`src/rtl/vc_avail_valid_tx_buffer.sv`:
```
// Multi-VC transmit buffer: per-VC FIFOs drained round-robin onto an avail/valid NoC link.
// Optional per-VC sent-flit counters are enabled with VC_AVAIL_VALID_TX_STATS_EN.
module vc_avail_valid_tx_buffer #(
    parameter int FlitWidth               = 64,
    parameter int NumberOfVirtualChannels = 4,
    parameter int FifoDepth               = 4,
    localparam int VcIdWidth = (NumberOfVirtualChannels > 1) ? $clog2(NumberOfVirtualChannels) : 1
) (
    input  logic                               clk,
    input  logic                               rst_n,
    input  logic                               s_valid,
    output logic                               s_ready,
    input  logic [FlitWidth-1:0]               s_data,
    input  logic [VcIdWidth-1:0]               s_vc,
    output logic                               valid,
    output logic [FlitWidth-1:0]               data,
    output logic [NumberOfVirtualChannels-1:0] vc,
    input  logic [NumberOfVirtualChannels-1:0] avail
`ifdef VC_AVAIL_VALID_TX_STATS_EN
    ,
    output logic [NumberOfVirtualChannels*16-1:0] sent_count
`endif
);

    localparam int N       = NumberOfVirtualChannels;
    localparam int AddrW   = $clog2(FifoDepth);
    localparam int PtrW    = AddrW + 1;
    localparam int VcSpace = 1 << VcIdWidth;

    logic [FlitWidth-1:0] mem    [N][FifoDepth];
    logic [PtrW-1:0]      wr_ptr [N];
    logic [PtrW-1:0]      rd_ptr [N];

    logic [N-1:0]         empty;
    logic [N-1:0]         full;
    logic [N-1:0]         eligible;
    logic [N-1:0]         push;
    logic [N-1:0]         pop;
    logic [VcSpace-1:0]   full_ext;

    logic [VcIdWidth-1:0] rr_ptr;
    logic [VcIdWidth-1:0] rr_next;
    logic [VcIdWidth-1:0] grant_idx;
    logic [VcIdWidth-1:0] cand;
    logic                 grant_any;
    logic [FlitWidth-1:0] grant_data;

    always_comb begin
        for (int v = 0; v < N; v++) begin
            empty[v] = (wr_ptr[v] == rd_ptr[v]);
            full[v]  = (wr_ptr[v][PtrW-1] != rd_ptr[v][PtrW-1]) &&
                       (wr_ptr[v][AddrW-1:0] == rd_ptr[v][AddrW-1:0]);
        end
        eligible = ~empty & avail;
    end

    // VC ids beyond the configured count map to a permanently "full" slot, so they are never accepted.
    always_comb begin
        full_ext = '1;
        for (int v = 0; v < N; v++) full_ext[v] = full[v];
        s_ready = !full_ext[s_vc];
        for (int v = 0; v < N; v++) push[v] = s_valid && s_ready && (s_vc == VcIdWidth'(v));
    end

    always_comb begin
        grant_any = 1'b0;
        grant_idx = '0;
        cand      = rr_ptr;
        for (int i = 0; i < N; i++) begin
            if (!grant_any && eligible[cand]) begin
                grant_any = 1'b1;
                grant_idx = cand;
            end
            cand = (cand == VcIdWidth'(N - 1)) ? '0 : cand + 1'b1;
        end
        pop = '0;
        if (grant_any) pop[grant_idx] = 1'b1;
        rr_next = (grant_idx == VcIdWidth'(N - 1)) ? '0 : grant_idx + 1'b1;
    end

    always_comb begin
        grant_data = '0;
        for (int v = 0; v < N; v++)
            if (pop[v]) grant_data = mem[v][rd_ptr[v][AddrW-1:0]];
    end

    // FIFO storage is data only and carries no reset.
    always_ff @(posedge clk) begin
        for (int v = 0; v < N; v++)
            if (push[v]) mem[v][wr_ptr[v][AddrW-1:0]] <= s_data;
    end

    // Link output register stage
    always_ff @(posedge clk or negedge rst_n) begin
        if (!rst_n) begin
            for (int v = 0; v < N; v++) begin
                wr_ptr[v] <= '0;
                rd_ptr[v] <= '0;
            end
            rr_ptr <= '0;
            valid  <= 1'b0;
            vc     <= '0;
            data   <= '0;
        end else begin
            for (int v = 0; v < N; v++) begin
                if (push[v]) wr_ptr[v] <= wr_ptr[v] + 1'b1;
                if (pop[v])  rd_ptr[v] <= rd_ptr[v] + 1'b1;
            end
            valid <= grant_any;
            vc    <= pop;
            if (grant_any) begin
                data   <= grant_data;
                rr_ptr <= rr_next;
            end
        end
    end

`ifdef VC_AVAIL_VALID_TX_STATS_EN
    logic [15:0] cnt [N];

    always_ff @(posedge clk or negedge rst_n) begin
        if (!rst_n) begin
            for (int v = 0; v < N; v++) cnt[v] <= '0;
        end else begin
            for (int v = 0; v < N; v++)
                if (valid && vc[v] && (cnt[v] != 16'hFFFF)) cnt[v] <= cnt[v] + 16'd1;
        end
    end

    always_comb begin
        for (int v = 0; v < N; v++) sent_count[v*16 +: 16] = cnt[v];
    end
`endif

endmodule

```
`config.mk`:
```
export PLATFORM = sky130hd
export DESIGN_NAME = vc_avail_valid_tx_buffer
export DESIGN_NICKNAME = d
export VERILOG_FILES = /design/src/rtl/vc_avail_valid_tx_buffer.sv
export SDC_FILE = /design/constraint.sdc
export NUM_CORES = 1
export LEC_CHECK = 0
export ABC_AREA = 0
export BUFFER_PORTS_ARGS = -buffer_cell sky130_fd_sc_hd__buf_2
export CORE_MARGIN = 4
export CORE_UTILIZATION = 45
export DETAILED_ROUTE_END_ITERATION = 7
export HOLD_SLACK_MARGIN = 0.08
export PLACE_DENSITY = 0.73
export SLEW_MARGIN = 20
export SYNTH_ARGS = -nofsm -noshare
export SYNTH_HDL_FRONTEND = slang
export SYNTH_SLANG_ARGS = --single-unit
```
`constraint.sdc`:
```
create_clock -name clk -period 3.75 [get_ports clk]
set_clock_uncertainty 0.05 [all_clocks]
set_input_delay 0.75 -clock clk [delete_from_list [all_inputs] [get_ports clk]]
set_output_delay 0.75 -clock clk [all_outputs]
set_load 0.005 [all_outputs]
```
==> results_dict.tcl <==
set metrics [dict create \
    area_growth_pct 15.8 \
    via_count 21500 \
    cts_tree "done" \
    dp_hpwl_um 56600 \
    drcViolationCount 0 \
    crit_type "register to register" \
    firstDrtPassIters 5 \
    min_path_cells 1 \
    fmax_mhz 273 \
    drtIter0Drc 2761 \
    hold_viol 0 \
    ios 143 \
    multiInputGateArea_mm2 0.00991 \
    numCtsBuffers 106 \
    num_rows 113 \
    grt_max_degree 55 \
    grt-ovfl-total 0 \
    gr-usage-met3_pct 4.95 \
    core_mm2 0.0953 \
    ff2ff_path_depth 13 \
    yosysUniqueCellTypes 47 \
    fin_crit_sh_pct 97.7 \
    slew_viol_final 0 \
    crit_required_ps 4240 \
    start_util_pct 45.5 \
    setup_viol 0 \
    cap_violations 0 \
    clk_path_buf_depth 3 \
    yosys_warnings 0 \
    leakagePower_nw 16.6 \
    layout.nets 2317 \
    hp-class "primary input to register" \
    rsz0062_at_grt "false" \
    place_inst 3371 \
    worstPathArrival_ps 4160 \
    max_slew.worst_pin.slew_ps 1020 \
    dieHeight_um 318 \
    fin_cells 3583 \
    seq_area_frac_synth_pct 76.4 \
    wl_um 105000 \
    cts_max_level 3 \
    status "finished clean" \
    layout-drive-gt1-share_pct 33.7 \
    yosys.area.top_type "edfxtp_1" \
    grt_pass1_wl_um 156000 \
    nFillCells 7089 \
    routedWlPerCell_um 29.3 \
    cts_sinks 1119 \
    top_usage_layer "met2" \
    synth_top_area_share_pct 70.9 \
    gp_congestion 0.824 \
    antenna_found_initial 22 \
    synth_nets 2075 \
    clk_latency_ps 680 \
    die_w_um 318 \
    clockRootBuffer "clkbuf_16" \
    crit_path_start_kind "register" \
    synthArstFlopShare_pct 8.49 \
    synth_ff_type "edfxtp_1" \
    endpoint_kind "register" \
    grt_pass1_vias 22900 \
    cp_max_fo 7 \
    die_area_mm2 0.101 \
    netlist_instances 1977 \
    timing.final.crit_period_ps 3660 \
    place_area_mm2 0.0463 \
    p_per_area_mw_per_mm2 934 \
    ff_latch_area_mm2 0.0332 \
    ant_nets 0 \
    fin_total_pwr_mw 46.9 \
    grt_util_met2_pct 34.0 \
    synth_area_mm2 0.0433 \
    io_buffers 142 \
    synth_edf_count 1024 \
    irDropWorstVdd_mv 0.948 \
    vias_per_cell 5.99 \
    hold_ws_ps 390 \
    yosysMostFrequentCell "edfxtp_1" \
    yosys_register_bits 1119 \
    timing.slew.headroom_pct 31.7 \
    syn_avg_cell_area_um2 21.9 \
    final_cell_area_mm2 0.0502 \
    path_clk_slew_ps 70 \
    grt.met1_usage_pct 28.3 \
    ys_top_cells_by_count "edfxtp_1, mux4_2, dfrtp_1, nand2_1, clkbuf_1" \
    grt_usage_pct 20.7 \
    synth_area_leaders "edfxtp_1, mux4_2, dfrtp_1" \
]
power by group:
group	total, mW	leakage (nW)	internal, mW	switching [mW]
Combinational	20.2	4.50	9.86	10.4
Clock	10.9	1.73	6.32	4.54
Sequential	15.8	10.4	15.1	0.673
final timing paths:
kind,end,slack [ps],startpoint
worst min register to register,wr_ptr[5]$_DFFE_PN0P_,440,wr_ptr[5]$_DFFE_PN0P_
max in group asynchronous,rd_ptr[0]$_DFFE_PN0P_,2040,rst_n
worst max register to register,data[50]$_DFFE_PN0N_,90,rd_ptr[1]$_DFFE_PN0P_
min in group asynchronous,data[62]$_DFFE_PN0N_,650,rst_n
worst max-delay path,data[50]$_DFFE_PN0N_,90,rd_ptr[1]$_DFFE_PN0P_
worst min-delay path,mem[2][107]$_DFFE_PP_,390,s_data[43]
what timing repair did:
action                                  4_1_cts  5_1_grt
hold buffers                                  1        0
resized for setup                             7       19
pin swaps                                     0        3
hold endpoints to repair                     16        0
gates cloned                                  2        0
endpoints found under the setup margin       64       64
buffers inserted                              2        0
layout make-up:
class                   instances  area share (%)
well taps                    1265            3.15
diodes                          8          0.0399
multi-input cells             731            19.8
clock inverters                47            1.12
repair buffers                246            3.78
inverters                      15           0.112
clock buffers                 152            5.95
flip-flops and latches       1119            66.1
metal layers:
| metal | part of all wire [%] | routed length (µm) |
|---|---|---|
| met1 | 39 | 40700 |
| met2 | 49 | 51700 |
| met3 | 9.7 | 10200 |
| met4 | 2.0 | 2130 |
| met5 | 0.12 | 122 |
through the flow:
step                      util (%)  worst slack, ps  TNS [ps]
after global placement        48.6             -234    -11890
after global routing          52.6             9.14         0
final                         52.7             85.5         0
after floorplan                  -              278         0
after detailed placement      48.6             -495    -24460
after CTS                     52.5             6.43         0
state kept, by name, summed over array words and instances (netlist names):
name / cells
mem: 1024
data: 64
rd_ptr: 12
wr_ptr: 12
vc: 4
rr_ptr: 2
valid: 1
critical path, cell delays in order, from the launching register on:
cell and delay [ps]:
dfrtp_4 490, xor2_2 210, o31ai_2 310, buf_4 210, a31oi_1 100, a21oi_2 210
mux2_2 400, ha_1 310, nor2b_4 180, buf_12 150, buf_12 140, a221oi_1 380
o31ai_1 130, mux2_4 260
layout by cell type, fill, tap and decap left out, drive strengths merged, types with 29 or more instances in the layout:
cell / n
o31ai: 66
a221oi: 64
nand2: 74
clkbuf: 152
nor2b: 68
edfxtp: 1024
buf: 245
mux4: 258
mux2: 71
clkinv: 29
dfrtp: 95
cell families (layout without fill, tap and decap cells):
kind of cell / after synthesis / count (layout) / synth area share, %
buf+inv: 128 / 460 / 1.30
mux: 331 / 331 / 15.8
flops: 1119 / 1119 / 76.4
other cells: 0 / 8 / 0
xor+xnor: 30 / 30 / 0.606
compound gates: 162 / 162 / 2.94
simple gates: 182 / 183 / 2.22
fa+ha+maj: 25 / 25 / 0.722
(Power assumes the default switching activity.)
